`src/rtl/execcmd_burst_if.sv`:
```
// rtl/execcmd_burst_if.sv - register bus with a ready handshake, shared by the executor and the register fabric
interface execcmd_burst_if #(
  parameter int RAW = 14,
  parameter int DW  = 32
) ();
  logic [RAW-1:0] reg_addr;
  logic           reg_rd;
  logic           reg_wr;
  logic           reg_ready;
  logic [DW-1:0]  reg_writedata;
  logic [DW-1:0]  reg_readdata;

  modport master (
    output reg_addr, reg_rd, reg_wr, reg_writedata,
    input  reg_ready, reg_readdata
  );

  modport slave (
    input  reg_addr, reg_rd, reg_wr, reg_writedata,
    output reg_ready, reg_readdata
  );
endinterface

```
`src/rtl/execcmd_burst.sv`:
```
// rtl/execcmd_burst.sv - command-list executor: reads, writes and burst reads on the register bus, results to the output RAM
// Optional bus timeout (error code 3) is built when EXECCMD_TIMEOUT_EN is defined.
module execcmd_burst #(
  parameter int AW      = 10,
  parameter int RAW     = 14,
  parameter int DW      = 32,
  parameter int OUT_MAX = 800,
  parameter int TO_W    = 12
) (
  input  logic          clk,
  input  logic          rst,
  output logic [AW-1:0] inram_address,
  output logic          inram_re,
  input  logic [15:0]   inram_q,
  output logic [AW-1:0] outram_address,
  output logic          outram_we,
  output logic [15:0]   outram_d,
  execcmd_burst_if.master bus,
  input  logic          start_exec,
  output logic          busy,
  output logic          err,
  output logic [1:0]    err_code,
  output logic [AW-1:0] out_len
);
  localparam int NW = DW / 16;
  localparam int CW = (NW > 1) ? $clog2(NW) : 1;
  localparam int PW = AW + 1;

  localparam logic [1:0] OP_READ  = 2'b00;
  localparam logic [1:0] OP_BURST = 2'b01;
  localparam logic [1:0] OP_WRITE = 2'b10;

  if (TO_W < 1 || RAW > 14 || RAW < 1 || (DW % 16) != 0) begin : g_bad_params
  end

  typedef enum logic [3:0] {
    S_IDLE, S_LEN, S_FETCH, S_DECODE, S_WDATA,
    S_WR_REQ, S_CNT, S_RD_REQ, S_STORE, S_DONE
  } state_t;

  state_t state, state_nx;

  // idx/out_ptr carry one extra bit so "one past the end" is representable without wrapping
  logic [PW-1:0]  idx;
  logic [PW-1:0]  out_ptr;
  logic [15:0]    in_len;
  logic [15:0]    remain;
  logic [CW-1:0]  wcnt;
  logic [DW-1:0]  wdata;
  logic [DW-1:0]  rdata;
  logic [RAW-1:0] addr;
  logic [1:0]     code;

  logic       have_word;
  logic       out_full;
  logic       last_word;
  logic       len_short;
  logic       len_big;
  logic       to_hit;
  logic [1:0] op;

  assign have_word = 32'(idx) < 32'(in_len);
  assign out_full  = 32'(out_ptr) >= 32'(OUT_MAX);
  assign last_word = (wcnt == CW'(NW - 1));
  assign len_short = (inram_q <= 16'd1);
  assign len_big   = 32'(inram_q) > (32'd1 << AW);
  assign op        = inram_q[15:14];

  assign inram_address     = idx[AW-1:0];
  assign outram_address    = out_ptr[AW-1:0];
  assign bus.reg_addr      = addr;
  assign bus.reg_writedata = wdata;

`ifdef EXECCMD_TIMEOUT_EN
  logic            req_pend;
  logic [TO_W-1:0] to_cnt;

  assign req_pend = (state == S_RD_REQ) || (state == S_WR_REQ);

  // Starts at 1 so the request is held for exactly 2**TO_W-1 cycles before giving up
  always_ff @(posedge clk) begin
    if (rst || !req_pend || bus.reg_ready) to_cnt <= TO_W'(1);
    else                                   to_cnt <= to_cnt + TO_W'(1);
  end

  assign to_hit = req_pend && !bus.reg_ready && (&to_cnt);
`else
  assign to_hit = 1'b0;
`endif

  always_ff @(posedge clk) begin
    if (rst) state <= S_IDLE;
    else     state <= state_nx;
  end

  always_comb begin
    state_nx = state;
    unique case (state)
      S_IDLE:   if (start_exec) state_nx = S_LEN;
      S_LEN:    state_nx = (len_short || len_big) ? S_DONE : S_FETCH;
      S_FETCH:  state_nx = have_word ? S_DECODE : S_DONE;
      S_DECODE: begin
        if (out_full) state_nx = S_DONE;
        else begin
          unique case (op)
            OP_WRITE: state_nx = have_word ? S_WDATA : S_DONE;
            OP_READ:  state_nx = S_RD_REQ;
            OP_BURST: state_nx = have_word ? S_CNT : S_DONE;
            default:  state_nx = S_FETCH;
          endcase
        end
      end
      S_WDATA: begin
        if (last_word)       state_nx = S_WR_REQ;
        else if (!have_word) state_nx = S_DONE;
      end
      S_WR_REQ: begin
        if (bus.reg_ready) state_nx = S_FETCH;
        else if (to_hit)   state_nx = S_DONE;
      end
      S_CNT:    state_nx = (inram_q == 16'd0) ? S_FETCH : S_RD_REQ;
      S_RD_REQ: begin
        if (bus.reg_ready) state_nx = S_STORE;
        else if (to_hit)   state_nx = S_DONE;
      end
      S_STORE: begin
        if (out_full)       state_nx = S_DONE;
        else if (last_word) state_nx = (remain == 16'd1) ? S_FETCH : S_RD_REQ;
      end
      S_DONE:  state_nx = S_IDLE;
      default: state_nx = S_IDLE;
    endcase
  end

  always_comb begin
    inram_re   = 1'b0;
    outram_we  = 1'b0;
    outram_d   = inram_q;
    bus.reg_rd = 1'b0;
    bus.reg_wr = 1'b0;
    unique case (state)
      S_IDLE:   inram_re = start_exec && !rst;
      S_FETCH:  inram_re = have_word;
      S_DECODE: begin
        outram_we = !out_full;
        inram_re  = !out_full && have_word && (op == OP_WRITE || op == OP_BURST);
      end
      S_WDATA:  inram_re = !last_word && have_word;
      S_WR_REQ: bus.reg_wr = 1'b1;
      S_RD_REQ: bus.reg_rd = 1'b1;
      S_STORE: begin
        outram_we = !out_full;
        outram_d  = rdata[DW-1 -: 16];
      end
      default: ;
    endcase
  end

  // Datapath: every inram read issued advances idx, every result word written advances out_ptr
  always_ff @(posedge clk) begin
    if (rst) begin
      busy     <= 1'b0;
      err      <= 1'b0;
      err_code <= 2'd0;
      out_len  <= '0;
      idx      <= '0;
      out_ptr  <= '0;
      in_len   <= 16'd0;
      remain   <= 16'd0;
      wcnt     <= '0;
      wdata    <= '0;
      rdata    <= '0;
      addr     <= '0;
      code     <= 2'd0;
    end else begin
      unique case (state)
        S_IDLE: if (start_exec) begin
          busy    <= 1'b1;
          idx     <= PW'(1);
          out_ptr <= '0;
          code    <= 2'd0;
        end
        S_LEN: begin
          in_len <= inram_q;
          if (!len_short && len_big) code <= 2'd1;
        end
        S_FETCH: if (have_word) idx <= idx + PW'(1);
        S_DECODE: begin
          if (out_full) code <= 2'd2;
          else begin
            out_ptr <= out_ptr + PW'(1);
            addr    <= inram_q[RAW-1:0];
            remain  <= 16'd1;
            wcnt    <= '0;
            if (op == OP_WRITE || op == OP_BURST) begin
              if (have_word) idx <= idx + PW'(1);
              else           code <= 2'd1;
            end
          end
        end
        S_WDATA: begin
          wdata <= DW'({wdata, inram_q});
          wcnt  <= wcnt + CW'(1);
          if (!last_word) begin
            if (have_word) idx <= idx + PW'(1);
            else           code <= 2'd1;
          end
        end
        S_WR_REQ: if (!bus.reg_ready && to_hit) code <= 2'd3;
        S_CNT:    remain <= inram_q;
        S_RD_REQ: begin
          if (bus.reg_ready) begin
            rdata <= bus.reg_readdata;
            wcnt  <= '0;
          end else if (to_hit) begin
            code <= 2'd3;
          end
        end
        S_STORE: begin
          if (out_full) code <= 2'd2;
          else begin
            out_ptr <= out_ptr + PW'(1);
            rdata   <= rdata << 16;
            wcnt    <= wcnt + CW'(1);
            if (last_word) begin
              remain <= remain - 16'd1;
              addr   <= addr + RAW'(1);
            end
          end
        end
        S_DONE: begin
          busy     <= 1'b0;
          err      <= (code != 2'd0);
          err_code <= code;
          out_len  <= (code == 2'd0) ? out_ptr[AW-1:0] : '0;
          idx      <= '0;
        end
        default: ;
      endcase
    end
  end
endmodule
```
`src/flat_wrapper.sv`:
```
// flat-port wrapper written by rule: the top's interface ports become plain ports
module execcmd_burst_flat 
#(
  parameter int AW      = 10,
  parameter int RAW     = 14,
  parameter int DW      = 32,
  parameter int OUT_MAX = 800,
  parameter int TO_W    = 12
)
  (clk, rst, inram_address, inram_re, inram_q, outram_address, outram_we, outram_d, start_exec, busy, err, err_code, out_len, bus_reg_addr, bus_reg_rd, bus_reg_wr, bus_reg_writedata, bus_reg_ready, bus_reg_readdata);
  execcmd_burst_if #(.RAW(RAW), .DW(DW)) bus_i ();
  input  logic clk;
  input  logic rst;
  output logic [AW-1:0] inram_address;
  output logic inram_re;
  input  logic [15:0] inram_q;
  output logic [AW-1:0] outram_address;
  output logic outram_we;
  output logic [15:0] outram_d;
  input  logic start_exec;
  output logic busy;
  output logic err;
  output logic [1:0] err_code;
  output logic [AW-1:0] out_len;
  output wire logic [$bits(bus_i.reg_addr)-1:0] bus_reg_addr;
  output wire logic [$bits(bus_i.reg_rd)-1:0] bus_reg_rd;
  output wire logic [$bits(bus_i.reg_wr)-1:0] bus_reg_wr;
  output wire logic [$bits(bus_i.reg_writedata)-1:0] bus_reg_writedata;
  input wire logic [$bits(bus_i.reg_ready)-1:0] bus_reg_ready;
  input wire logic [$bits(bus_i.reg_readdata)-1:0] bus_reg_readdata;
  assign bus_reg_addr = bus_i.reg_addr;
  assign bus_reg_rd = bus_i.reg_rd;
  assign bus_reg_wr = bus_i.reg_wr;
  assign bus_reg_writedata = bus_i.reg_writedata;
  assign bus_i.reg_ready = bus_reg_ready;
  assign bus_i.reg_readdata = bus_reg_readdata;
  execcmd_burst #(.AW(AW), .RAW(RAW), .DW(DW), .OUT_MAX(OUT_MAX), .TO_W(TO_W)) u_core (.clk(clk), .rst(rst), .inram_address(inram_address), .inram_re(inram_re), .inram_q(inram_q), .outram_address(outram_address), .outram_we(outram_we), .outram_d(outram_d), .bus(bus_i), .start_exec(start_exec), .busy(busy), .err(err), .err_code(err_code), .out_len(out_len));
endmodule
```
`config.mk`:
```
export PLATFORM = sky130hd
export DESIGN_NAME = execcmd_burst_flat
export DESIGN_NICKNAME = d
export VERILOG_FILES = /design/src/rtl/execcmd_burst_if.sv /design/src/rtl/execcmd_burst.sv /design/src/flat_wrapper.sv
export SDC_FILE = /design/constraint.sdc
export NUM_CORES = 1
export LEC_CHECK = 0
export BUFFER_PORTS_ARGS = -buffer_cell sky130_fd_sc_hd__buf_4
export CAP_MARGIN = 20
export CORE_ASPECT_RATIO = 1.5
export CORE_MARGIN = 8
export CORE_UTILIZATION = 45
export CTS_CLUSTER_SIZE = 14
export DETAILED_ROUTE_END_ITERATION = 6
export PLACE_DENSITY = 0.73
export SYNTH_ARGS = -nofsm -noshare
export SYNTH_HDL_FRONTEND = slang
export SYNTH_SLANG_ARGS = --single-unit
```
`constraint.sdc`:
```
create_clock -name clk -period 2.75 [get_ports clk]
set_input_delay 0.1375 -clock clk [delete_from_list [all_inputs] [get_ports clk]]
set_output_delay 0.1375 -clock clk [all_outputs]
set_load 0.1 [all_outputs]
```
Word-level counts from Yosys, hierarchy flattened
Index checks and enable logic that the tools add are counted.
{"block": "totals", "reg_bits": 153, "output_inout_bits": 100, "elab_cells": 139}
{"block": "op_classes", "add_sub_neg": 5, "magnitude_cmp": 4, "eq_ne": 26, "n_mux": 56, "n_reduce_logical": 34}
{"cell": "$mux 11", "count": 7}
{"cell": "$mux 16", "count": 4}
{"cell": "$mux 32", "count": 2}
{"cell": "$pmux 32 s2", "count": 1}
{"cell": "$pmux 11 s5", "count": 1}
{"cell": "$mux 4", "count": 12}
{"cell": "$pmux 16 s3", "count": 1}
{"cell": "$mux 14", "count": 3}
{"cell": "$pmux 4 s9", "count": 1}
{"cell": "$pmux 14 s2", "count": 1}
{"cell": "$add 11x1->11 const B", "count": 2}
{"cell": "$pmux 11 s2", "count": 1}
{"cell": "$eq 16x1->1 const B", "count": 1}
{"cell": "$eq 4x3->1 const B", "count": 4}
{"cell": "$gt 16x11->1 const B", "count": 1}
{"cell": "$le 16x1->1 const B", "count": 1}
{"cell": "$logic_not 16->1", "count": 1}
{"cell": "$lt 11x16->1", "count": 1}
{"cell": "$sub 16x1->16 const B", "count": 1}
{"cell": "$add 14x1->14 const B", "count": 1}
{"cell": "$mux 2", "count": 7}
{"cell": "$ne 2x2->1 const B", "count": 7}
{"cell": "$pmux 4 s3", "count": 1}
{"cell": "$reduce_and 4->1", "count": 3}
{"cell": "30 further kinds", "count": 60}

Longest topological paths before layout
{"block": "depth", "depth_word": 5, "depth_mapped": 9}

Least setup slack after synthesis
No wires, ideal clock.
{"block": "synth_timing", "kind": "register -> register", "startpoint": "register u_core.state[1]", "endpoint": "register u_core.rdata[2]", "setup_time_ns": 0.070, "arrival_time_ns": 3.218, "path_slack_ns": -0.539, "path_stages_with_launch": 10, "path_buffers": 4, "synth_period_minus_slack_ns": 3.289, "cell_sequence": "dfxtp_1 buf_2 buf_1 nand2_1 nor2_1 a2bb2oi_1 buf_2 buf_2 nand3_1 a21oi_1"}
{"block": "synth_between", "elab_chain_len": 3, "elab_cells_between_ends": 7, "cone_classes": "4 x eq/ne; 1 x mux; 2 x reduce/logical"}
{"item": "start: declaration", "line": "execcmd_burst.sv:41", "text": "state_t state, state_nx;"}
{"item": "start signal: assignment", "line": "execcmd_burst.sv:93", "text": "else state <= state_nx;"}
{"item": "$eq 4x3->1 or $eq 4x4->1 (tied branches)", "line": "execcmd_burst.sv:176", "text": "unique case (state)"}
{"item": "$ne 2x2->1 (no source line) or $reduce_bool 2->1 (tied branches)"}
{"item": "$reduce_and 3->1 (no source line)"}
{"item": "end signal: assignment", "line": "execcmd_burst.sv:213", "text": "rdata <= bus.reg_readdata;"}
{"item": "end signal: assignment", "line": "execcmd_burst.sv:223", "text": "rdata <= rdata << 16;"}
{"item": "end: declaration", "line": "execcmd_burst.sv:50", "text": "logic [DW-1:0] rdata;"}
Several ways; a longest one is shown, not always the timed one.
A chain may end at the register's enable or synchronous reset.

Worst setup path in the final report
{"block": "layout_timing", "startpoint": "register u_core.state[3]", "endpoint": "output port outram_d[11]"}
{"block": "layout_between", "elab_chain_len": 2}
{"item": "$eq 4x4->1", "line": "execcmd_burst.sv:141", "text": "unique case (state)"}
{"item": "$mux 16", "line": "execcmd_burst.sv:141"}
{"item": "end: declaration", "line": "flat_wrapper.sv:19", "text": "output logic [15:0] outram_d;"}
No other way between the ends.

==> impl_results.md <==
* Worst-Margin Slew at 809 ps
* Vias in the first global route at 7463
* Layout fillers at 1508
* Post-synthesis sequential area ratio at 0.397
* Tmin final at 2570 ps
* Sink Count at 153
* RSZ-0062 raised after global routing: false
* Main area contributors after synthesis: dfxtp_1, nand2_1, a21oi_1, nor2_1, ha_1
* Worst Clk Skew at 11.2 ps
* Peak Freq at 389 MHz
* DR iter-0 viols at 680
* First-pass DRT Iterations at 5
* Leakage at 3.84 nW
* Worst setup EP type: primary output
* Worst Hold Depth at 3
* Final Hold Fails at 0
* FF-to-FF path depth at 5
* Overflow after GRT at 0
* CTS clock-pin slew for the worst setup and hold paths at 60 ps
* DR WL/cell at 17.2 µm
* First-pass GRT wire length at 38100 µm
* Clk_lat worst skew at 430 ps
* R2r setup slk at 380 ps
* Largest net degree at the start of global routing at 122
* Post-synth EDFFs at 0
* Pwr/cell area at 917 mW/mm²
* Via-to-Cell Ratio at 5.66
* H-tree depth at 4
* Crit. Startpoint: u_core.state[3]
* All-Layer GR Usage at 0.220
* Root Buffer: clkbuf_16
* VDD IR-drop max at 0.000575 V
* DPL Wire Length at 17000 µm
* Status: complete, no violations
* Multi-input gate area at 0.00419 mm²
* Critical path startpoint category: flip-flop
* Layout cell share with drive strength beyond 1 at 0.196
* Sw Ratio at 0.451
* Layout area overhead at 29.1%
* Setup TNS Final at 0 ps
* Pre-CTS WS at 257 ps
* Diodes inserted at 0
* Die W at 123 µm
* Synth top area share at 0.397
* FF/Latch Area at 0.00307 mm²
* CTS tree: yes
* CTS buffer count at 17
* Top Ports at 152
* Internal at 0.00502 W
* Share of the clock period used by the worst path after layout at 0.935
* Post-synth top flop: dfxtp_1
* Setup ws final at 178 ps
* Final core utilization at 0.595
* Top cell type by total area after synthesis: dfxtp_1
* Power share of the clock group at 0.244
* Row count at 58
* Final net count at 1245
* Residual DRC at 0
* Initial antenna violation count at 0
* Commonest non-fill, non-tap cell in the layout: nand2_1
* Final ANT Viol Nets at 0
* Hold path startpoint: bus_reg_readdata[23]
* YS warnings at 0
* Syn nets at 1088
* Cells after Synth at 1016
* Most frequent cells in the layout: nand2_1, buf_4, dfxtp_1
* Worst-case clock buffer depth at 2
* Worst r2r src: u_core.state[3]
* WP data arrival at 2430 ps
* Total number of vias at 7908
* Syn Area/Cell at 7.60 µm²
* Fin. max-slew vios at 0
* Flop pwr share at 0.302
* Finish-stage setup viols at 0
* Core area at 0.0168 mm²
* Net Switching at 0.00412 W
* Type of the worst setup path: flip-flop to primary output
* Slew margin rel. at 0.459
* Share of total power in combinational logic at 0.454
* Seq cells post-synth at 153
* PortBufs at 151
* Starting Density at 0.461
* Area of the die at 0.0217 mm²
* Mapped Area at 0.00772 mm²
* Final wirelength at 24000 µm
* Placed Area at 0.00899 mm²
* DIE HEIGHT at 176 µm
* Worst-path maximum fanout at 61
* # Max-Cap Violations at 0
* Required time of the critical path at 2610 ps
* GP Congestion at 0.899
* Worst hold-check path type: input port to flip-flop
* Design area at 0.00997 mm²
* Synth cell types at 70
* Async S/R FF share, synth at 0
[worst paths after layout]
path | endpoint
setup / recovery | outram_d[11]
hold / removal | u_core.rdata[23]
setup reg to reg | u_core.idx[10]
hold reg to reg | u_core.rdata[11]
[synthesized netlist by cell type, types with 9 or more instances]
library cell / instances
o21ai_0: 46
nand3_1: 31
a311oi_1: 20
or4_1: 9
clkbuf_1: 50
inv_1: 23
dfxtp_1: 153
ha_1: 20
buf_4: 20
nand2_1: 255
nor2_1: 67
o211ai_1: 10
nand2b_1: 9
a21oi_1: 127
nor3_1: 15
a22o_1: 12
[power by group through the flow]
stage / logic (W) / registers (W) / clock network, W
floorplan: 0.00264 / 0.00315 / 0
global placement: 0.00400 / 0.00279 / 0
global route: 0.00445 / 0.00280 / 0.00237
detailed placement: 0.00402 / 0.00280 / 0
CTS: 0.00408 / 0.00276 / 0.00228
finish: 0.00415 / 0.00276 / 0.00223
[state kept, by name (all words and copies together) (netlist names), 4 cells and up]
| name | flops |
|---|---|
| u_core.state | 4 |
| u_core.out_len | 10 |
| u_core.in_len | 16 |
| u_core.rdata | 32 |
| u_core.remain | 16 |
| u_core.out_ptr | 11 |
| u_core.bus.reg_addr | 14 |
| u_core.idx | 11 |
| u_core.bus.reg_writedata | 32 |
[cells by family after synthesis]
group           synth area share
mux                      0.00259
xor+xnor                 0.00567
fa+ha+maj                 0.0324
flops                      0.397
compound gates             0.237
buf+inv                   0.0656
simple gates               0.260
[layout make-up]
type | instances | share of cell area
multi-input cells | 755 | 0.420
flip-flops and latches | 153 | 0.307
repair buffers | 222 | 0.181
clock inverters | 12 | 0.0118
well taps | 210 | 0.0264
inverters | 24 | 0.00904
clock buffers | 20 | 0.0438
[repair_timing]
action / 4_1_cts / 5_1_grt
buffers inserted: 0 / 2
endpoints found under the setup margin: 2 / 1
gates resized for setup: 2 / 2
pin swaps: 1 / 1
hold buffers: 40 / 0
endpoints found under the hold margin: 44 / 0
[per-stage QoR]
stage	power [W]	hold WS (ps)	instances
finish	0.00914	10.4	1396
global route	0.00961	8.44	1396
CTS	0.00912	0.393	1394
detailed placement	0.00682	411	1322
global placement	0.00679	407	1322
floorplan	0.00579	273	1016
[per-layer routing]
layer,GRT usage,wire (µm),share of wire
met5,0,0,0
met4,0.118,981,0.041
met3,0.0569,1550,0.064
met2,0.373,12000,0.50
met1,0.244,9410,0.39
[critical path, stage by stage, from the launching register on]
cell and delay [ps]:
dfxtp_1 570, or4b_4 580, buf_4 330, nand2_1 200
nand2_1 70, buf_4 230
No activity file was read; power rests on OpenSTA's default activity.
